`config.mk`:
```
export PLATFORM = sky130hd
export DESIGN_NAME = button_debouncer
export DESIGN_NICKNAME = d
export VERILOG_FILES = /design/src/rtl/button_debouncer_pkg.sv /design/src/rtl/button_debouncer_channel.sv /design/src/rtl/button_debouncer.sv
export SDC_FILE = /design/constraint.sdc
export NUM_CORES = 1
export LEC_CHECK = 0
export BUFFER_PORTS_ARGS = -buffer_cell sky130_fd_sc_hd__buf_2
export CELL_PAD_IN_SITES_DETAIL_PLACEMENT = 0
export CELL_PAD_IN_SITES_GLOBAL_PLACEMENT = 1
export CORE_UTILIZATION = 48
export CTS_CLUSTER_DIAMETER = 40
export DETAILED_ROUTE_END_ITERATION = 10
export PLACE_DENSITY_LB_ADDON = 0.3
export SLEW_MARGIN = 0
export SYNTH_ARGS = -nofsm -noshare
export SYNTH_HDL_FRONTEND = slang
export SYNTH_SLANG_ARGS = --single-unit
```
`constraint.sdc`:
```
create_clock -name clk -period 2.65 [get_ports clk]
set_input_delay 0.265 -clock clk [delete_from_list [all_inputs] [get_ports clk]]
set_output_delay 0.265 -clock clk [all_outputs]
set_load 0.01 [all_outputs]
```
`src/rtl/button_debouncer_pkg.sv`:
```
// Shared defaults, button index constants and per-channel output payload
// for the panel button conditioning front end.
package button_debouncer_pkg;

    localparam int unsigned CLK_HZ           = 100_000_000;
    localparam int unsigned DEF_NUM_BTN      = 5;
    localparam int unsigned DEF_DEBOUNCE_CYC = 2_000_000;
    localparam int unsigned DEF_LONG_CYC     = 300_000_000;

    localparam int unsigned BTN_A = 0;
    localparam int unsigned BTN_S = 1;
    localparam int unsigned BTN_W = 2;
    localparam int unsigned BTN_X = 3;
    localparam int unsigned BTN_D = 4;

    typedef enum logic {
        LVL_LOW  = 1'b0,
        LVL_HIGH = 1'b1
    } level_e;

    typedef struct packed {
        logic level;
        logic pos;
        logic neg;
        logic lng;
    } chan_out_t;

    // Counter width able to hold 0..n-1, never zero bits wide.
    function automatic int unsigned cnt_width(input int unsigned n);
        return (n > 1) ? $clog2(n) : 1;
    endfunction

endpackage

```
`src/rtl/button_debouncer_channel.sv`:
```
// One button: 2-FF synchroniser, debounce level state with edge pulses,
// and a long-press detector that fires once per press.
module button_debouncer_channel
    import button_debouncer_pkg::*;
#(
    parameter int unsigned DEBOUNCE_CYC = DEF_DEBOUNCE_CYC,
    parameter int unsigned LONG_CYC     = DEF_LONG_CYC
) (
    input  logic      clk,
    input  logic      rst,
    input  logic      btn_in,
    output chan_out_t ch_out
);

    localparam int unsigned DB_W = cnt_width(DEBOUNCE_CYC);
    localparam int unsigned LP_W = cnt_width(LONG_CYC);
    localparam logic [DB_W-1:0] DB_MAX = DB_W'(DEBOUNCE_CYC - 1);
    localparam logic [LP_W-1:0] LP_MAX = LP_W'(LONG_CYC - 1);

    logic            sync1_q, sync1_d;
    logic            sync2_q, sync2_d;
    level_e          level_q, level_d;
    logic [DB_W-1:0] db_cnt_q, db_cnt_d;
    logic            pos_q, pos_d;
    logic            neg_q, neg_d;
    logic [LP_W-1:0] lp_cnt_q, lp_cnt_d;
    logic            fired_q, fired_d;
    logic            long_q, long_d;
    logic            level_hi;

    assign level_hi = (level_q == LVL_HIGH);

    // Next-state: level only moves after DEBOUNCE_CYC consecutive disagreeing samples.
    always_comb begin
        sync1_d  = btn_in;
        sync2_d  = sync1_q;
        level_d  = level_q;
        db_cnt_d = '0;
        pos_d    = 1'b0;
        neg_d    = 1'b0;
        lp_cnt_d = '0;
        fired_d  = 1'b0;
        long_d   = 1'b0;

        if (sync2_q != level_hi) begin
            if (db_cnt_q == DB_MAX) begin
                level_d = sync2_q ? LVL_HIGH : LVL_LOW;
                pos_d   = sync2_q;
                neg_d   = ~sync2_q;
            end else begin
                db_cnt_d = db_cnt_q + DB_W'(1);
            end
        end

        // Once fired the counter parks at zero until the level drops.
        if (level_hi) begin
            fired_d = fired_q;
            if (!fired_q) begin
                if (lp_cnt_q == LP_MAX) begin
                    long_d  = 1'b1;
                    fired_d = 1'b1;
                end else begin
                    lp_cnt_d = lp_cnt_q + LP_W'(1);
                end
            end
        end
    end

    always_ff @(posedge clk) begin
        if (!rst) begin
            sync1_q  <= 1'b0;
            sync2_q  <= 1'b0;
            level_q  <= LVL_LOW;
            db_cnt_q <= '0;
            pos_q    <= 1'b0;
            neg_q    <= 1'b0;
            lp_cnt_q <= '0;
            fired_q  <= 1'b0;
            long_q   <= 1'b0;
        end else begin
            sync1_q  <= sync1_d;
            sync2_q  <= sync2_d;
            level_q  <= level_d;
            db_cnt_q <= db_cnt_d;
            pos_q    <= pos_d;
            neg_q    <= neg_d;
            lp_cnt_q <= lp_cnt_d;
            fired_q  <= fired_d;
            long_q   <= long_d;
        end
    end

    assign ch_out.level = level_hi;
    assign ch_out.pos   = pos_q;
    assign ch_out.neg   = neg_q;
    assign ch_out.lng   = long_q;

endmodule

```
`src/rtl/button_debouncer.sv`:
```
// Panel button front end: NUM_BTN independent debounce channels feeding
// clean levels and edge / long-press pulses to the control logic.
module button_debouncer
    import button_debouncer_pkg::*;
#(
    parameter int unsigned NUM_BTN      = DEF_NUM_BTN,
    parameter int unsigned DEBOUNCE_CYC = DEF_DEBOUNCE_CYC,
    parameter int unsigned LONG_CYC     = DEF_LONG_CYC
) (
    input  logic               clk,
    input  logic               rst,
    input  logic [NUM_BTN-1:0] btn_in,
    output logic [NUM_BTN-1:0] btn_level,
    output logic [NUM_BTN-1:0] pos_pulse,
    output logic [NUM_BTN-1:0] neg_pulse,
    output logic [NUM_BTN-1:0] long_pulse
);

    for (genvar i = 0; i < int'(NUM_BTN); i++) begin : g_chan
        chan_out_t ch;

        button_debouncer_channel #(
            .DEBOUNCE_CYC (DEBOUNCE_CYC),
            .LONG_CYC     (LONG_CYC)
        ) u_chan (
            .clk    (clk),
            .rst    (rst),
            .btn_in (btn_in[i]),
            .ch_out (ch)
        );

        assign btn_level[i]  = ch.level;
        assign pos_pulse[i]  = ch.pos;
        assign neg_pulse[i]  = ch.neg;
        assign long_pulse[i] = ch.lng;
    end

endmodule
```
==> out/qor.txt <==
Die Y-Extent -> 167.5 um
dpl hpwl -> 17,510 um
first-pass GRT wire length -> 46,360 um
worst-skew pair later-pin latency -> 520 ps
crit-path cells -> ha_1, nand3_1, or4_1, or4b_1, a211oi_1
area of the die -> 28,040 sq um
Clock Tree Buf Depth -> 3
Max-Cap Viols -> 0
Syn-to-layout area delta -> 14.27%
Fin. Hold Viols -> 0
CP Launch Type -> flop
RSZ-0062 raised after global routing -> false
asr flop ratio synth -> 0%
register bit total from synthesis -> 285
P per Cell Area -> 675.1 nW/um^2
drt first-iter violations -> 629
Final Critical Period -> 2378 ps
detailed-route wire length per cell -> 14.12 um
routability cong. -> 0.7758
Util after Layout -> 55.87%
DRC errors left -> 0
H-tree Lvls -> 2
Max stage delay on crit path -> 750 ps
number of routed nets with antenna violations -> 0
Clock Skew -> 7.943 ps
root buffer cell -> clkbuf_16
FF/Latch Area -> 5705 sq um
ratio of cells with drive above 1 in the final layout -> 9.723%
Max Freq -> 0.4205 GHz
post-DR vias/cell -> 5.779
multi-input logic area -> 6942 sq um
Post-Syn Instances -> 1,502
maximum vdd drop -> 491.1 uV
pin count of the biggest net entering global routing -> 31
CP endpoint kind -> flop
Initial Utilization -> 48.89%
Worst EP arrival -> 2800 ps
Cell variety after synth -> 62
crit share post-route -> 89.74%
# IOs -> 27
pre-CTS setup slack -> 295.0 ps
max-slew violations -> 0
core area -> 26,880 sq um
CP max stage cell -> or4_1
Post-synth top cells -> 285 x dfxtp_1, 120 x nor2_1, 97 x nand2_1, 92 x nand3_1
Num CTS Buffers -> 43
grt ovf -> 0
PnR worst setup slack -> 272.0 ps
Final setup violation count -> 0
Seq/Total Area, Yosys -> 43.42%
Hold Crit Class -> in -> reg
first-pass iteration count of the detailed router -> 5
antenna violations before repair -> 0
drt total wl -> 26,750 um
Largest delay share family, worst path -> simple AND/OR/NAND/NOR gates
critical path class -> reg -> reg
status -> finished clean
Ant. Diodes -> 0
ys flop type -> dfxtp_1
routed vias -> 10,945
clock-pin slew on the worst setup and hold paths -> 50 ps
dominant cells by area after synthesis -> dfxtp_1 43%, xor2_1 4.8%, nand4_1 3.6%
row count -> 60
Synth top area share -> 43.42%
setup_tns -> 0 ps
P_leak -> 0.004453 uW
Critical path buffers and inverters -> 0
Post-CTS Resized -> 0
clock sinks -> 285
most frequent cell after synthesis -> dfxtp_1
CP Max Fanout -> 14
Mean Syn Cell Area -> 8.748 sq um
worst slew pin tran -> 607.6 ps
syn nets -> 1,519
Synth Warn # -> 0
Global Route Usage Sum -> 19.13%
CTS tree -> built
Final nets -> 1,538
Post-Syn Area -> 13,140 sq um
die width -> 167.5 um
Worst slew margin -> 59.50%
Port Buffer Count -> 26
largest area contributor in the netlist -> dfxtp_1
Layout fillers -> 2,462
Post-synth EDFFs -> 0
vias in the first global route -> 10,058
CP Data Required Time -> 3080 ps
[where the power goes]
group	total, uW	switching (uW)	internal [uW]
Combinational	50.7	30.8	19.8
Clock	5780	2090	3690
Sequential	4300	6.02	4300
Total	10100	2130	8010
[area by class of cell]
type                       count  area share, %
inverter                      33         0.8249
clock inverter                29          2.416
timing repair buffer          51          2.200
tap                          341          2.841
multi-input combinational   1107          46.23
sequential                   285          38.00
clock buffer                  48          7.491
[worst reg2reg max path, stage by stage (launching register included)]
cell and delay (ps):
dfxtp_1 390, ha_1 220, nand3_1 140, or4_1 750
or4b_1 550, a211oi_1 240
[per-layer routing]
metal | wire length (um) | vias to the layer above | part of all wire, % | GRT usage (%)
met5 | 0 | - | 0 | 0
met4 | 345 | 0 | 1.3 | 5.146
met3 | 937 | 29 | 3.5 | 3.403
met2 | 11900 | 143 | 44 | 30.85
met1 | 13560 | 5121 | 51 | 26.27
li1 | - | 5652 | - | -
[cells in the final DEF, fill, tap and decap left out, types with 4 or more instances in the layout]
| cell | n |
|---|---|
| a211oi_1 | 40 |
| a21oi_1 | 75 |
| and2_1 | 25 |
| and3_1 | 24 |
| and4_1 | 42 |
| buf_2 | 26 |
| buf_4 | 20 |
| bufinv_16 | 6 |
| clkbuf_16 | 43 |
| clkinv_2 | 4 |
| clkinv_4 | 6 |
| clkinvlp_4 | 5 |
| dfxtp_1 | 285 |
| dlygate4sd3_1 | 5 |
| ha_1 | 10 |
| inv_1 | 32 |
| inv_6 | 7 |
| nand2_1 | 97 |
| nand3_1 | 92 |
| nand4_1 | 75 |
| nand4b_1 | 4 |
| nor2_1 | 120 |
| nor3_1 | 45 |
| nor3b_1 | 7 |
| nor4_1 | 28 |
| nor4b_1 | 11 |
| o211ai_1 | 4 |
| o21ai_0 | 52 |
| o311ai_0 | 4 |
| o31ai_1 | 51 |
| or2_2 | 8 |
| or3_1 | 59 |
| or4_1 | 61 |
| or4b_2 | 4 |
| xnor2_1 | 49 |
| xor2_1 | 72 |
[sequential cells by signal, indices dropped and copies added (netlist names)]
name,flops
g_chan.u_chan.neg_q,5
g_chan.u_chan.db_cnt_q,105
g_chan.u_chan.sync1_q,5
g_chan.u_chan.lp_cnt_q,145
g_chan.u_chan.long_q,5
g_chan.u_chan.sync2_q,5
g_chan.u_chan.fired_q,5
g_chan.u_chan.pos_q,5
g_chan.u_chan.level_hi,5
[what timing repair did]
action	4_1_cts	5_1_grt
endpoints found under the hold margin	5	0
hold buffers	5	0
setup buffers	0	0
[through the flow]
| step | hold WS [ps] | area (sq um) | instances | total power (uW) |
|---|---|---|---|---|
| 3_5_place_dp | 419.2 | 13480 | 1812 | 4440 |
| 3_3_place_gp | 412.9 | 13480 | 1812 | 4440 |
| 6_report | 158.3 | 15020 | 1894 | 10140 |
| 2_1_floorplan | 392.3 | 13140 | 1502 | 4420 |
| 4_1_cts | 134.6 | 15020 | 1894 | 10270 |
| 5_1_grt | 180.7 | 15020 | 1894 | 10470 |
[worst paths after layout]
check | depth (start not counted) | start | end | slack, ps
hold reg to reg | 1 | g_chan[3].u_chan.sync1_q$_SDFF_PN0_ | g_chan[3].u_chan.sync2_q$_SDFF_PN0_ | 430
setup / recovery | 5 | g_chan[0].u_chan.lp_cnt_q[0]$_SDFF_PP0_ | g_chan[0].u_chan.lp_cnt_q[24]$_SDFF_PP0_ | 270
hold / removal | 3 | rst | g_chan[4].u_chan.pos_q$_SDFF_PN0_ | 160
setup reg to reg | 5 | g_chan[0].u_chan.lp_cnt_q[0]$_SDFF_PP0_ | g_chan[0].u_chan.lp_cnt_q[24]$_SDFF_PP0_ | 270
[cells by family after synthesis]
family                     after synthesis  share of synthesized area [%]
DFF                                    285                          43.42
adders and majority gates               10                         0.9522
xor gates and xnor gates               121                          8.065
muxes                                    2                         0.1619
AOI/OAI and AO/OA                      248                          11.92
buffers and inverters                  110                          3.894
and+or+nand+nor                        726                          31.58
Power figures use the tool's default switching activity.
